File: src/rtl/reg_bus_scan_reader_if.sv
`default_nettype none
// +-----------------------------------------------------------------------------+
// | Module   : reg_bus_scan_reader_if                                           |
// | Purpose  : Control, shared-bus and readback signals of the scan reader.     |
// | Revision : 1.0                                                              |
// +-----------------------------------------------------------------------------+
interface reg_bus_scan_reader_if #(
   parameter int NrOfBits = 32,
   parameter int NrOfRegs = 4
);
   localparam int IdxW = (NrOfRegs > 1) ? $clog2(NrOfRegs) : 1;

   logic                Tick;
   logic                start;
   logic                abort;
   logic [NrOfBits-1:0] bus_data;
   logic [NrOfRegs-1:0] cs;
   logic [NrOfBits-1:0] rd_data;
   logic [IdxW-1:0]     rd_index;
   logic                rd_valid;
   logic                done;
   logic                busy;

   modport master (
      input  Tick, start, abort, bus_data,
      output cs, rd_data, rd_index, rd_valid, done, busy
   );

   modport slave (
      output Tick, start, abort, bus_data,
      input  cs, rd_data, rd_index, rd_valid, done, busy
   );
endinterface
`default_nettype wire

File: src/rtl/reg_bus_scan_reader.sv
`default_nettype none
// +-----------------------------------------------------------------------------+
// | Module   : reg_bus_scan_reader                                              |
// | Purpose  : Walks the active-low selects of a shared register bus, captures  |
// |            each register after a settle time. SCAN_TURNAROUND_EN inserts a  |
// |            one-Tick all-released gap between selects.                       |
// | Revision : 1.0                                                              |
// +-----------------------------------------------------------------------------+
module reg_bus_scan_reader #(
   parameter int NrOfBits     = 32,
   parameter int NrOfRegs     = 4,
   parameter int SettleCycles = 1
) (
   input wire                    Clock,
   input wire                    Reset,
   reg_bus_scan_reader_if.master bus
);
   localparam int IdxW = (NrOfRegs > 1) ? $clog2(NrOfRegs) : 1;
   localparam int CntW = (SettleCycles > 0) ? $clog2(SettleCycles + 1) : 1;
   localparam logic [CntW-1:0] CntInit = CntW'(SettleCycles);
   localparam logic [IdxW-1:0] IdxLast = IdxW'(NrOfRegs - 1);

`ifdef SCAN_TURNAROUND_EN
   typedef enum logic [1:0] {ST_IDLE = 2'd0, ST_SELECT = 2'd1, ST_TURN = 2'd2} state_t;
`else
   typedef enum logic [0:0] {ST_IDLE = 1'b0, ST_SELECT = 1'b1} state_t;
`endif

   state_t              state_q,    state_d;
   logic [CntW-1:0]     cnt_q,      cnt_d;
   logic [IdxW-1:0]     idx_q,      idx_d;
   logic [NrOfRegs-1:0] cs_q,       cs_d;
   logic [NrOfBits-1:0] rd_data_q,  rd_data_d;
   logic [IdxW-1:0]     rd_index_q, rd_index_d;
   logic                rd_valid_q, rd_valid_d;
   logic                done_q,     done_d;
   logic                busy_q,     busy_d;

   // Active-low one-cold select for register i.
   function automatic logic [NrOfRegs-1:0] sel_mask(input logic [IdxW-1:0] i);
      logic [NrOfRegs-1:0] m;
      for (int k = 0; k < NrOfRegs; k++) begin
         m[k] = (IdxW'(k) != i);
      end
      return m;
   endfunction

   always_comb begin
      state_d    = state_q;
      cnt_d      = cnt_q;
      idx_d      = idx_q;
      cs_d       = cs_q;
      rd_data_d  = rd_data_q;
      rd_index_d = rd_index_q;
      rd_valid_d = 1'b0;
      done_d     = 1'b0;
      busy_d     = busy_q;

      // Abort ignores Tick and beats a capture falling on the same edge.
      if (bus.abort) begin
         state_d = ST_IDLE;
         cs_d    = '1;
         busy_d  = 1'b0;
      end else if (bus.Tick) begin
         case (state_q)
            ST_IDLE: begin
               if (bus.start) begin
                  state_d = ST_SELECT;
                  idx_d   = '0;
                  cs_d    = sel_mask('0);
                  cnt_d   = CntInit;
                  busy_d  = 1'b1;
               end
            end
            ST_SELECT: begin
               if (cnt_q != '0) begin
                  cnt_d = cnt_q - CntW'(1);
               end else begin
                  rd_data_d  = bus.bus_data;
                  rd_index_d = idx_q;
                  rd_valid_d = 1'b1;
                  if (idx_q == IdxLast) begin
                     done_d  = 1'b1;
                     cs_d    = '1;
                     busy_d  = 1'b0;
                     state_d = ST_IDLE;
                  end else begin
                     idx_d = idx_q + IdxW'(1);
                     cnt_d = CntInit;
`ifdef SCAN_TURNAROUND_EN
                     cs_d    = '1;
                     state_d = ST_TURN;
`else
                     cs_d    = sel_mask(idx_q + IdxW'(1));
`endif
                  end
               end
            end
`ifdef SCAN_TURNAROUND_EN
            ST_TURN: begin
               // idx already advanced on the capture edge.
               cs_d    = sel_mask(idx_q);
               state_d = ST_SELECT;
            end
`endif
            default: state_d = ST_IDLE;
         endcase
      end
   end

   always_ff @(posedge Clock) begin
      if (Reset) begin
         state_q    <= ST_IDLE;
         cnt_q      <= '0;
         idx_q      <= '0;
         cs_q       <= '1;
         rd_data_q  <= '0;
         rd_index_q <= '0;
         rd_valid_q <= 1'b0;
         done_q     <= 1'b0;
         busy_q     <= 1'b0;
      end else begin
         state_q    <= state_d;
         cnt_q      <= cnt_d;
         idx_q      <= idx_d;
         cs_q       <= cs_d;
         rd_data_q  <= rd_data_d;
         rd_index_q <= rd_index_d;
         rd_valid_q <= rd_valid_d;
         done_q     <= done_d;
         busy_q     <= busy_d;
      end
   end

   assign bus.cs       = cs_q;
   assign bus.rd_data  = rd_data_q;
   assign bus.rd_index = rd_index_q;
   assign bus.rd_valid = rd_valid_q;
   assign bus.done     = done_q;
   assign bus.busy     = busy_q;
endmodule
`default_nettype wire
File: src/flat_wrapper.sv
// flat-port wrapper written by rule: the top's interface ports become plain ports
module reg_bus_scan_reader_flat 
#(
   parameter int NrOfBits     = 32,
   parameter int NrOfRegs     = 4,
   parameter int SettleCycles = 1
)
  (Clock, Reset, bus_Tick, bus_start, bus_abort, bus_bus_data, bus_cs, bus_rd_data, bus_rd_index, bus_rd_valid, bus_done, bus_busy);
  reg_bus_scan_reader_if #(.NrOfBits(NrOfBits), .NrOfRegs(NrOfRegs)) bus_i ();
  input wire Clock;
  input wire Reset;
  input wire logic [$bits(bus_i.Tick)-1:0] bus_Tick;
  input wire logic [$bits(bus_i.start)-1:0] bus_start;
  input wire logic [$bits(bus_i.abort)-1:0] bus_abort;
  input wire logic [$bits(bus_i.bus_data)-1:0] bus_bus_data;
  output wire logic [$bits(bus_i.cs)-1:0] bus_cs;
  output wire logic [$bits(bus_i.rd_data)-1:0] bus_rd_data;
  output wire logic [$bits(bus_i.rd_index)-1:0] bus_rd_index;
  output wire logic [$bits(bus_i.rd_valid)-1:0] bus_rd_valid;
  output wire logic [$bits(bus_i.done)-1:0] bus_done;
  output wire logic [$bits(bus_i.busy)-1:0] bus_busy;
  assign bus_i.Tick = bus_Tick;
  assign bus_i.start = bus_start;
  assign bus_i.abort = bus_abort;
  assign bus_i.bus_data = bus_bus_data;
  assign bus_cs = bus_i.cs;
  assign bus_rd_data = bus_i.rd_data;
  assign bus_rd_index = bus_i.rd_index;
  assign bus_rd_valid = bus_i.rd_valid;
  assign bus_done = bus_i.done;
  assign bus_busy = bus_i.busy;
  reg_bus_scan_reader #(.NrOfBits(NrOfBits), .NrOfRegs(NrOfRegs), .SettleCycles(SettleCycles)) u_core (.Clock(Clock), .Reset(Reset), .bus(bus_i));
endmodule
File: config.mk
export PLATFORM = sky130hd
export DESIGN_NAME = reg_bus_scan_reader_flat
export DESIGN_NICKNAME = d
export VERILOG_FILES = /design/src/rtl/reg_bus_scan_reader_if.sv /design/src/rtl/reg_bus_scan_reader.sv /design/src/flat_wrapper.sv
export SDC_FILE = /design/constraint.sdc
export NUM_CORES = 1
export LEC_CHECK = 0
export CAP_MARGIN = 20
export CORE_ASPECT_RATIO = 1.75
export CORE_MARGIN = 2
export CORE_UTILIZATION = 44
export CTS_CLUSTER_SIZE = 40
export DETAILED_ROUTE_END_ITERATION = 7
export GPL_TIMING_DRIVEN = 1
export PLACE_DENSITY = 0.87
export SLEW_MARGIN = 20
export SYNTH_ARGS = -nofsm -noshare
export SYNTH_HDL_FRONTEND = slang
export SYNTH_SLANG_ARGS = --single-unit
File: constraint.sdc
create_clock -name Clock -period 1.97 [get_ports Clock]
set_input_delay 0.197 -clock Clock [delete_from_list [all_inputs] [get_ports Clock]]
set_output_delay 0.197 -clock Clock [all_outputs]
set_load 0.01 [all_outputs]
# Yosys cells after proc, flatten, opt, wreduce, memory -nomap -nowiden
# Cells that the tools add are included.
word_totals:
  input_bits: 37
  latch_bits: 0
  output_inout_bits: 41
  mem_bits_rw: 0
  memories: 0
  romBits: 0
  ff_bits: 45
classes:
  n_shift: 0
  reduce_logical: 9
  addsub: 2
  n_mul: 0
  eq_ne: 8
  muxes: 20
  order_cmp: 0
  bitwise: 4
  n_div: 0
ops:
  columns: ["operator", "n"]
  rows:
  - ["$mux 4", 3]
  - ["$mux 1", 9]
  - ["$ne 2x2->1 const B", 4]
  - ["$pmux 4 s2", 1]
  - ["$reduce_and 4->1", 2]
  - ["$mux 2", 3]
  - ["$pmux 1 s2", 3]
  - ["$reduce_and 3->1", 2]
  - ["$reduce_and 5->1", 1]
  - ["$reduce_or 5->1", 1]
  - ["$ne 2x2->1 const A", 2]
  - ["$not 1->1", 4]
  - ["$pmux 2 s2", 1]
  - ["$reduce_or 4->1", 1]
  - ["$add 2x1->2 const B", 1]
  - ["$eq 2x2->1 const B", 1]
  - ["$ne 1x2->1 const A", 1]
  - ["$reduce_bool 2->1", 1]
  - ["$reduce_or 2->1", 1]
  - ["$sub 1x1->1 const B", 1]

# Depth between registers and ports, before layout
# Gate-level depths: netlist of the first run.
depth:
  ltp_word: 5
  depth_mapped: 5
  depth_no_buf: 4

# Worst setup path before layout of the first run
# Ideal clock, no wire load.
synth_path:
  path_kind: "register to register"
  from: "reg u_core.idx_q[0]"
  to: "reg u_core.idx_q[0]"
  path_stages_with_launch: 5
  path_slack_ns: 0.657
  synth_period_minus_slack_ns: 1.313
  arrival_ns: 1.181
  n_path_buf: 0
  t_required_ns: 1.838
  setup_ns: 0.132
  cell_sequence: "dfxtp_1 > ha_1 > or3b_2 > nand3_1 > a31oi_1"
synth_via:
  elab_chain_len: 4
synth_rtl:
  columns: ["item", "line_no", "source"]
  rows:
  - ["start, declared", "reg_bus_scan_reader.sv:31", "logic [IdxW-1:0] idx_q, idx_d;"]
  - ["start signal, assigned", "reg_bus_scan_reader.sv:125", "idx_q <= idx_d;"]
  - ["$add 2x1->2", "reg_bus_scan_reader.sv:88", "idx_d = idx_q + IdxW'(1);"]
  - ["$mux 2", "reg_bus_scan_reader.sv:82", "if (idx_q == IdxLast) begin"]
  - ["$mux 2", "reg_bus_scan_reader.sv:76", "if (cnt_q != '0) begin"]
  - ["$pmux 2 s2", "reg_bus_scan_reader.sv:65", "case (state_q)"]
# Parallel ways exist; a longest one is shown, timed or not. The select of a mux whose other input is x is not followed.
# A chain may end at the register's enable or synchronous reset.

# Final worst setup path of the first run
# Ends and elaborated chain as after synthesis.

==> results of run 1 <==
-- power by group --
part	total, mW	switching, mW	leakage [nW]	internal (mW)
Clock	0.580	0.296	0.0512	0.284
Combinational	0.147	0.0525	0.504	0.0941
Sequential	0.928	0.00918	0.363	0.918
Total	1.65	0.358	0.919	1.30
-- cell type report --
class | instances | area [µm²] | share of cell area (%)
Sequential cell | 45 | 901 | 34.2
Timing Repair Buffer | 81 | 813 | 30.9
Multi-Input combinational cell | 149 | 753 | 28.6
Clock buffer | 6 | 82.6 | 3.13
Tap cell | 48 | 60.1 | 2.28
Clock inverter | 2 | 13.8 | 0.522
Inverter | 3 | 11.3 | 0.427
-- placed cells by master (no fill, tap or decap), types with 5 or more instances in the layout --
cell                              instances
sky130_fd_sc_hd__nand2_1                 71
sky130_fd_sc_hd__dfxtp_1                 45
sky130_fd_sc_hd__nor2_1                   8
sky130_fd_sc_hd__clkbuf_8                 6
sky130_fd_sc_hd__clkdlybuf4s50_1         77
sky130_fd_sc_hd__ha_1                     5
sky130_fd_sc_hd__a21oi_1                 36
-- per-stage QoR --
step | cells | setup WS, ns | power [mW] | area [µm²]
2_1_floorplan | 210 | 0.657 | 0.995 | 1730
3_3_place_gp | 326 | 0.371 | 1.10 | 2540
3_5_place_dp | 326 | 0.355 | 1.10 | 2540
4_1_cts | 334 | 0.544 | 1.68 | 2640
5_1_grt | 334 | 0.459 | 1.74 | 2640
6_report | 334 | 0.549 | 1.65 | 2640
-- critical path: stages, from the launching register on --
cell and delay, ns:
sky130_fd_sc_hd__dfxtp_1 0.39, sky130_fd_sc_hd__ha_1 0.27, sky130_fd_sc_hd__or3b_2 0.46, sky130_fd_sc_hd__nand3_1 0.10, sky130_fd_sc_hd__a31oi_1 0.08
-- per-layer routing --
metal	vias up	global-route usage, %	routed length [µm]
met4	0	12.2	146
met2	49	32.8	2230
met1	738	20.2	1510
li1	836	-	-
met5	-	0	0
met3	12	5.15	188
-- kinds of logic after synthesis --
logic type / count (synthesis) / synth area share [%]
adders and majority gates: 5 / 3.61
buffers and inverters: 16 / 4.62
DFF: 45 / 51.9
muxes: 3 / 1.73
AOI/OAI and AO/OA: 45 / 14.0
and+or+nand+nor: 96 / 24.1
-- synth_stat cells, drive strengths merged (2+ instances only) --
cell type	instances
a21oi	36
a31oi	2
and3	3
buf	8
clkbuf	5
dfxtp	45
ha	5
inv	3
mux2i	3
nand2	71
nand2b	3
nand3	2
nor2	8
o21ai	2
-- how the worst max path moves through the flow --
stage,to,slack (ns),depth (start not counted)
after floorplan,u_core.idx_q[0],0.66,4
after global placement,u_core.idx_q[1],0.37,5
after detailed placement,u_core.idx_q[1],0.35,5
after CTS,u_core.idx_q[0],0.54,4
after global routing,u_core.idx_q[1],0.46,4
final,u_core.idx_q[0],0.55,4
-- registers in the layout, indices dropped and copies added, names as in the netlist --
name / flops
u_core.bus.rd_data: 32
u_core.bus.cs: 4
u_core.bus.rd_index: 2
u_core.idx_q: 2
u_core.bus.busy: 1
u_core.bus.done: 1
u_core.bus.rd_valid: 1
u_core.cnt_q: 1
u_core.state_q: 1
==> reports/metrics.cfg, run 1 <==
[synth]
yosys.cell_types.count = 29
avgSynthCellArea_um2 = 8.26
synthArstFlopShare_pct = 0
yosysSeqAreaShare_pct = 51.9
yosys_register_bits = 45
netlist_top_cells_area = sky130_fd_sc_hd__dfxtp_1, sky130_fd_sc_hd__nand2_1, sky130_fd_sc_hd__a21oi_1
synth-main-ff-cell = sky130_fd_sc_hd__dfxtp_1
syn_area_mm2 = 0.00173
yosys.area.top_type = sky130_fd_sc_hd__dfxtp_1
mappedNetlistNets = 252
number_of_enable_type_register_cells_in_the_synthesized_netlist = 0
synth_cells = 210
synthesis.yosys.warnings = 0
synth_top_area_share_pct = 51.9

[outcome]
status = completed

[worst_setup_path]
r2r.worst_path.cells = 4
timing.critical_path.from_type = flip-flop
regToRegStartpoint = u_core.idx_q[0]
cp.arrival_ns = 1.59
crit_start = u_core.idx_q[0]
critical_path_endpoint_category = flip-flop
r2r_end = u_core.idx_q[0]
path_max_fanout = 8
regToRegSetupSlack_ns = 0.55
critPathKind = flip-flop to flip-flop
worst-endpoint-required_ns = 2.14

[clock_network]
worst_skew_pair.late_latency_ns = 0.29
root_buffer = sky130_fd_sc_hd__clkbuf_8
cts_buffers = 5
cts.reportedPaths.clkPinSlew_ns = 0.08
post_cts.resized_instances = 0
tritoncts = yes
ctsLongestPathBuffers = 2
postCtsSetupRepairBufs = 0
total_clock_sinks = 45
cts_max_level = 2
holdBufCountCts = 0

[worst_hold_path]
timing.hold.worst.start = bus_bus_data[24]
hold_critical_path_endpoint = u_core.bus.rd_data[24]
hold-path-cell-count = 3
hp-class = input pin to flip-flop

[power_and_ir_drop]
irDropWorstVdd_mv = 0.612
total_leakage_power_nw = 0.919
power-per-cell-area_mw_per_mm2 = 628

[detailed_routing]
detailedRoute.firstPassIterationCount = 4
routed-via-count = 1635
final_antenna_net_count = 0
drc = 0
wirelength_mm = 4.07
wl_per_cell_um = 12.2
via_density_per_instance = 4.90
initialDrtViolationCount = 45

[finish]
final.fill_count = 326
antenna_cells = 0
post-route-util_pct = 68.8
nNetsFinal = 327
drive_above_1_share_pct = 5.24
areaGrowthSynthToFinish_pct = 51.9

[timing]
setup_viol = 0
min_period_over_period_pct = 72.1
slew_violations = 0
summed_negative_setup_slack_over_all_endpoints_ns = 0
rsz_0062_raised_after_global_routing = no
timing.final.crit_period_ns = 1.42
tightestPinTransition_ns = 0.394
timing_hold_violations_final = 0
fin_skew_ns = 0.00631
slew_headroom_pct = 73.7
hold_ws_ns = 0.443
max_clock_freq_mhz = 704

[global_routing]
grt_first_pass_wirelength_mm = 6.45
grt_start_max_net_pins = 39
number_of_global_route_vias_before_repair = 1510
gr-usage-all-layers_pct = 19.2
grt_antenna_before_repair = 0
grt_remaining_overflow = 0

[placement]
io_port_bufs = 77
place.gp.congestion = 0.772
detailed_place_hpwl_mm = 2.99

[job]
maxCapViolCount = 0

[die]
ioPinCount = 78
chipWidth_um = 51.5
design.core.area_mm2 = 0.00383
floorplan.die_area_mm2 = 0.00448
die_h_um = 87.1
initial_utilization_pct = 45.3
rows = 30

Note: power is estimated with default switching activity, not from simulation.
==> run 2, diff against run 1 <==
Settings changed: CORE_UTILIZATION 44 to 37, PLACE_DENSITY 0.87 to 0.78.
Clock period 1.97 ns to 1.2 ns, I/O delays scaled along.
==> run 2 against run 1 <==
- clock skew decreased by 0.0012 ns
- final cell count increased by 6.3%
- largest cell class is now buffers
- via count increased by 5.7%
- highest routed layer unchanged
- sequential power increased by 64%
- first-iteration DRC count increased by 2.2%
- total power increased by 81%
- die area increased by 18%
- worst setup slack got worse by 0.55 ns
- register-to-register slack got worse by 0.55 ns
- combinational power increased by 100%
- largest power group unchanged
- the flow now finishes with violations (setup timing)
==> reports/metrics.cfg, run 2 (same netlist as run 1, synthesis figures left out) <==
[timing]
slew_violations = 0  ; unchanged
max_clock_freq_mhz = 829  ; was 704 MHz
tightestPinTransition_ns = 0.257  ; was 0.394 ns
finalWorstSetupSlack_ns = -0.00576  ; was 0.549 ns
summed_negative_setup_slack_over_all_endpoints_ns = -0.00673  ; was 0 ns
setup_viol = 2  ; was 0
fin_skew_ns = 0.00511  ; was 0.00631 ns
hold_ws_ns = 0.366  ; was 0.443 ns
timing.final.crit_period_ns = 1.21  ; was 1.42 ns
timing_hold_violations_final = 0  ; unchanged
slew_headroom_pct = 82.8  ; was 73.7%
rsz_0062_raised_after_global_routing = yes  ; was no
min_period_over_period_pct = 100  ; was 72.1%

[placement]
detailed_place_hpwl_mm = 3.32  ; was 2.99 mm
place.gp.congestion = 0.821  ; was 0.772
detailed_place.area_mm2 = 0.00271  ; was 0.00254 mm²
io_port_bufs = 77  ; unchanged
place.detailed.instances = 345  ; was 326

[global_routing]
grt_antenna_before_repair = 0  ; unchanged
grt_first_pass_wirelength_mm = 7.09  ; was 6.45 mm
grt_remaining_overflow = 0  ; unchanged
number_of_global_route_vias_before_repair = 1567  ; was 1,510
grt_start_max_net_pins = 36  ; was 39
gr-usage-all-layers_pct = 17.1  ; was 19.2%

[outcome]
violations = setup timing
status = finished with violations  ; was completed

[detailed_routing]
final_antenna_net_count = 0  ; unchanged
via_density_per_instance = 4.87  ; was 4.90
initialDrtViolationCount = 46  ; was 45
routed-via-count = 1729  ; was 1,635
detailedRoute.firstPassIterationCount = 4  ; unchanged
drc = 0  ; unchanged
wirelength_mm = 4.61  ; was 4.07 mm
wl_per_cell_um = 13.0  ; was 12.2 µm

[power_and_ir_drop]
total_leakage_power_nw = 1.20  ; was 0.919 nW
power-per-cell-area_mw_per_mm2 = 1050  ; was 628 mW/mm²
total_switching_power_mw = 0.628  ; was 0.358 mW
power.clock.fraction_pct = 39.5  ; was 35.1%
irDropWorstVdd_mv = 1.16  ; was 0.612 mV
cellInternalPower_mw = 2.37  ; was 1.30 mW
share_of_total_power_in_combinational_logic_pct = 9.9  ; was 8.9%
power_switching_share_pct = 21.0  ; was 21.6%
p_seq_share_pct = 50.6  ; was 56.1%

[die]
design.core.area_mm2 = 0.00458  ; was 0.00383 mm²
die_h_um = 94.6  ; was 87.1 µm
floorplan.die_area_mm2 = 0.00527  ; was 0.00448 mm²
ioPinCount = 78  ; unchanged
rows = 33  ; was 30
chipWidth_um = 55.8  ; was 51.5 µm
initial_utilization_pct = 37.8  ; was 45.3%

[finish]
regArea_um2 = 913  ; was 901 µm²
post_route_insts_no_fill = 355  ; was 334
antenna_cells = 0  ; unchanged
drive_above_1_share_pct = 14.5  ; was 5.24%
final_area_mm2 = 0.00285  ; was 0.00264 mm²
final_common_cell = sky130_fd_sc_hd__nand2_1  ; was sky130_fd_sc_hd__clkdlybuf4s50_1
areaGrowthSynthToFinish_pct = 64.4  ; was 51.9%
nNetsFinal = 344  ; was 327
final.fill_count = 419  ; was 326
multi_input_area_um2 = 820  ; was 753 µm²
max_reg_flops = 32  ; unchanged
mostFrequentLayoutCells = sky130_fd_sc_hd__nand2_1, sky130_fd_sc_hd__dlygate4sd2_1, sky130_fd_sc_hd__dfxtp_1, sky130_fd_sc_hd__a21oi_1, sky130_fd_sc_hd__clkdlybuf4s50_1  ; was sky130_fd_sc_hd__clkdlybuf4s50_1, sky130_fd_sc_hd__nand2_1, sky130_fd_sc_hd__dfxtp_1, sky130_fd_sc_hd__a21oi_1, sky130_fd_sc_hd__nor2_1

[clock_network]
tritoncts = yes  ; unchanged
cts_buffers = 5  ; unchanged
holdBufCountCts = 0  ; unchanged
root_buffer = sky130_fd_sc_hd__clkbuf_8  ; unchanged
ctsLongestPathBuffers = 2  ; unchanged
worst_skew_pair.late_latency_ns = 0.29  ; about the same
cts.reportedPaths.clkPinSlew_ns = 0.09  ; was 0.08 ns
total_clock_sinks = 45  ; unchanged
cts_max_level = 2  ; unchanged

[worst_setup_path]
critical_path_endpoint_category = flip-flop  ; unchanged
cp.arrival_ns = 1.39  ; was 1.59 ns
path_max_fanout = 4  ; was 8
timing.critical_path.from_type = flip-flop  ; unchanged
worst-endpoint-required_ns = 1.38  ; was 2.14 ns
critPathKind = flip-flop to flip-flop  ; unchanged

[job]
maxCapViolCount = 0  ; unchanged

[worst_hold_path]
hp-class = input pin to flip-flop  ; unchanged

-- run 2: worst paths after layout --
check | start | to | slack, ns | depth (start not counted)
max reg2reg | u_core.idx_q[0] | u_core.idx_q[0] | -0.006 | 4
max | u_core.idx_q[0] | u_core.idx_q[0] | -0.006 | 4
min reg2reg | u_core.bus.rd_data[23] | u_core.bus.rd_data[23] | 0.45 | 2
min | bus_bus_data[28] | u_core.bus.rd_data[28] | 0.37 | 3
-- run 2: power by group through the flow --
stage	combinational, mW	clock (mW)	sequential [mW]
floorplan	0.0753	0	1.56
global placement	0.281	0	1.55
detailed placement	0.284	0	1.55
CTS	0.283	1.21	1.52
global route	0.318	1.27	1.52
finish	0.297	1.18	1.52
-- run 2: cell type report --
type | instances | share of cell area (%)
Multi-Input combinational cell | 149 | 28.8
Tap cell | 52 | 2.28
Sequential cell | 45 | 32.0
Clock inverter | 2 | 1.27
Clock buffer | 6 | 2.90
Timing Repair Buffer | 98 | 32.4
Inverter | 3 | 0.395
-- run 2: per-stage QoR --
step / power (mW) / util (%) / setup WS [ns]
floorplan: 1.63 / - / 0.0396
global placement: 1.83 / 59.1 / -0.245
detailed placement: 1.84 / 59.1 / -0.266
CTS: 3.01 / 61.0 / 0.000562
global route: 3.10 / 62.2 / -0.0719
finish: 3.00 / 62.2 / -0.00576
-- run 2: worst max-delay path: stages, from the launching register on --
cell	delay, ns
sky130_fd_sc_hd__dfxtp_4	0.37
sky130_fd_sc_hd__ha_4	0.17
sky130_fd_sc_hd__or3b_4	0.40
sky130_fd_sc_hd__nand3_2	0.09
sky130_fd_sc_hd__a31oi_1	0.07
-- run 2: routing by layer --
| layer | track usage [%] | wire length, µm | vias up |
|---|---|---|---|
| li1 | - | - | 870 |
| met1 | 17.5 | 1730 | 801 |
| met2 | 31.7 | 2550 | 49 |
| met3 | 3.56 | 211 | 9 |
| met4 | 9.35 | 120 | 0 |
| met5 | 0 | 0 | - |
-- run 2: timing repair --
| item | CTS | global route |
|---|---|---|
| gates resized for setup | 46 | 9 |
| pin swaps | 1 | 5 |
| setup endpoints to repair | 52 | 21 |
| setup buffers | 1 | 1 |
==> run 3, diff against run 2 <==
Settings changed: CORE_UTILIZATION 37 to 44, PLACE_DENSITY 0.78 to 0.87.
Clock period 1.2 ns to 1.5 ns, I/O delays scaled along.
==> run 3 against run 2 <==
- the run now ends clean
- sequential power is 20% lower
- register-to-register slack better by 0.13 ns
- count of clock-buffer cells in the layout is 1 higher
- maximum frequency is 13% lower
- clock skew is 0.0011 ns lower
- final cell count is 3.9% lower
- flip-flop and latch count stayed put
- sequential share of layout area is 1.0 points higher
==> reports/metrics.cfg, run 3 (same netlist as run 1, synthesis figures left out) <==
[timing]
slew_headroom_pct = 79.4  ; was 82.8%
fin_skew_ns = 0.00397  ; was 0.00511 ns
slew_violations = 0  ; unchanged
timing.final.crit_period_ns = 1.38  ; was 1.21 ns
setup_viol = 0  ; was 2
summed_negative_setup_slack_over_all_endpoints_ns = 0  ; was -0.00673 ns
min_period_over_period_pct = 92.0  ; was 100%
max_clock_freq_mhz = 725  ; was 829 MHz
timing_hold_violations_final = 0  ; unchanged
rsz_0062_raised_after_global_routing = no  ; was yes
finalWorstSetupSlack_ns = 0.120  ; was -0.00576 ns
tightestPinTransition_ns = 0.309  ; was 0.257 ns

[finish]
areaGrowthSynthToFinish_pct = 57.0  ; was 64.4%
antenna_cells = 0  ; unchanged
post-route-util_pct = 71.1  ; was 62.2%
max_reg_flops = 32  ; unchanged
mostFrequentLayoutCells = sky130_fd_sc_hd__clkdlybuf4s50_1, sky130_fd_sc_hd__nand2_1, sky130_fd_sc_hd__dfxtp_1, sky130_fd_sc_hd__a21oi_1  ; was sky130_fd_sc_hd__nand2_1, sky130_fd_sc_hd__dlygate4sd2_1, sky130_fd_sc_hd__dfxtp_1, sky130_fd_sc_hd__a21oi_1, sky130_fd_sc_hd__clkdlybuf4s50_1
final.fill_count = 327  ; was 419
final_common_cell = sky130_fd_sc_hd__clkdlybuf4s50_1  ; was sky130_fd_sc_hd__nand2_1
nNetsFinal = 335  ; was 344
drive_above_1_share_pct = 7.17  ; was 14.5%

[die]
chipWidth_um = 51.5  ; was 55.8 µm
rows = 30  ; was 33
initial_utilization_pct = 45.3  ; was 37.8%
floorplan.die_area_mm2 = 0.00448  ; was 0.00527 mm²
die_h_um = 87.1  ; was 94.6 µm
design.core.area_mm2 = 0.00383  ; was 0.00458 mm²
ioPinCount = 78  ; unchanged

[worst_setup_path]
critical-path-max-stage-delay_ns = 0.50  ; was 0.40 ns
crit_family = flip-flops  ; was simple AND/OR/NAND/NOR gates
crit_chain = and4bb_2 > buf_12 > nand2_1 > a21oi_1  ; was ha_4 > or3b_4 > nand3_2 > a31oi_1
worst-endpoint-required_ns = 1.72  ; was 1.38 ns
timing.critical_path.from_type = flip-flop  ; unchanged
critical_path_endpoint_category = flip-flop  ; unchanged
path_max_fanout = 19  ; was 4
worstSetupPathDepth = 4  ; unchanged
buffers_and_inverters_on_the_worst_path = 1  ; was 0
cp.arrival_ns = 1.60  ; was 1.39 ns
critPathKind = flip-flop to flip-flop  ; unchanged
r2r.worst_path.cells = 4  ; unchanged
timing.critical_path.slowest_stage_cell = sky130_fd_sc_hd__dfxtp_1  ; was sky130_fd_sc_hd__or3b_4

[placement]
preCtsSetupSlack_ns = 0.00455  ; was -0.266 ns
detailed_place_hpwl_mm = 3.15  ; was 3.32 mm
io_port_bufs = 77  ; unchanged
place.gp.congestion = 0.825  ; was 0.821

[clock_network]
postCtsSetupRepairBufs = 0  ; was 1
cts.reportedPaths.clkPinSlew_ns = 0.07  ; was 0.09 ns
tritoncts = yes  ; unchanged
worst_skew_pair.late_latency_ns = 0.29  ; about the same
ctsLongestPathBuffers = 2  ; unchanged
post_cts.resized_instances = 0  ; was 46
cts_buffers = 5  ; unchanged
root_buffer = sky130_fd_sc_hd__clkbuf_8  ; unchanged
total_clock_sinks = 45  ; unchanged
holdBufCountCts = 0  ; unchanged
cts_max_level = 2  ; unchanged

[detailed_routing]
final_antenna_net_count = 0  ; unchanged
drc = 0  ; unchanged
detailedRoute.firstPassIterationCount = 4  ; unchanged
wl_per_cell_um = 13.0  ; about the same
via_density_per_instance = 4.95  ; was 4.87
wirelength_mm = 4.43  ; was 4.61 mm
initialDrtViolationCount = 21  ; was 46
routed-via-count = 1689  ; was 1,729

[global_routing]
grt_first_pass_wirelength_mm = 7.02  ; was 7.09 mm
gr-usage-all-layers_pct = 20.9  ; was 17.1%
grt_start_max_net_pins = 39  ; was 36
number_of_global_route_vias_before_repair = 1622  ; was 1,567
grt_remaining_overflow = 0  ; unchanged
grt_antenna_before_repair = 0  ; unchanged
grt-busiest-layer = met2  ; unchanged
grt_use_met1_pct = 21.4  ; was 17.5%
grt_util_met2_pct = 37.8  ; was 31.7%
global_route.usage.met3_pct = 4.81  ; was 3.56%

[job]
maxCapViolCount = 0  ; unchanged

[worst_hold_path]
hold-path-cell-count = 3  ; unchanged
hp-class = input pin to flip-flop  ; unchanged

[outcome]
status = completed  ; was finished with violations

[power_and_ir_drop]
total_leakage_power_nw = 0.968  ; was 1.20 nW
power-per-cell-area_mw_per_mm2 = 794  ; was 1050 mW/mm²
irDropWorstVdd_mv = 0.871  ; was 1.16 mV

==> run 3: worst register-to-register path, stage by stage, from the launching register on <==
cell and delay, ns:
sky130_fd_sc_hd__dfxtp_1 0.50, sky130_fd_sc_hd__and4bb_2 0.41, sky130_fd_sc_hd__buf_12 0.18, sky130_fd_sc_hd__nand2_1 0.07, sky130_fd_sc_hd__a21oi_1 0.14
==> run 3: where the power goes <==
| part | leakage, nW | switching, mW | internal, mW | total [mW] |
|---|---|---|---|---|
| logic | 0.561 | 0.0786 | 0.138 | 0.217 |
| clock network | 0.0443 | 0.363 | 0.365 | 0.728 |
| registers | 0.363 | 0.0108 | 1.21 | 1.22 |
==> run 3: path summary, 6_finish.rpt <==
| check | end | slack (ns) | startpoint |
|---|---|---|---|
| worst max register to register | u_core.bus.rd_data[5] | 0.12 | u_core.state_q |
| worst min register to register | u_core.bus.rd_data[29] | 0.45 | u_core.bus.rd_data[29] |
| worst min-delay path | u_core.bus.rd_data[24] | 0.40 | bus_bus_data[24] |
| worst max-delay path | u_core.bus.rd_data[5] | 0.12 | u_core.state_q |
==> run 3: layout make-up <==
type	instances	area, µm²	area share [%]
flip-flops and latches	45	901	33.1
repair buffers	89	911	33.5
inverters	3	11.3	0.414
multi-input cells	149	753	27.7
well taps	48	60.1	2.21
clock buffers	7	86.3	3.17
==> run 3: metrics by stage <==
stage / total power [mW] / instance area, µm² / instances / hold slack, ns
3_3_place_gp: 1.46 / 2640 / 334 / 0.441
6_report: 2.16 / 2720 / 341 / 0.401
4_1_cts: 2.19 / 2720 / 341 / 0.391
5_1_grt: 2.25 / 2720 / 341 / 0.398
3_5_place_dp: 1.46 / 2640 / 334 / 0.446
2_1_floorplan: 1.31 / 1730 / 210 / 0.230
==> run 3: per-layer routing <==
layer,part of all wire [%],vias to the layer above,wire length [µm]
met5,0,-,0
li1,-,849,-
met3,4.5,13,201
met1,37,773,1630
met4,3.8,0,167
met2,55,54,2440
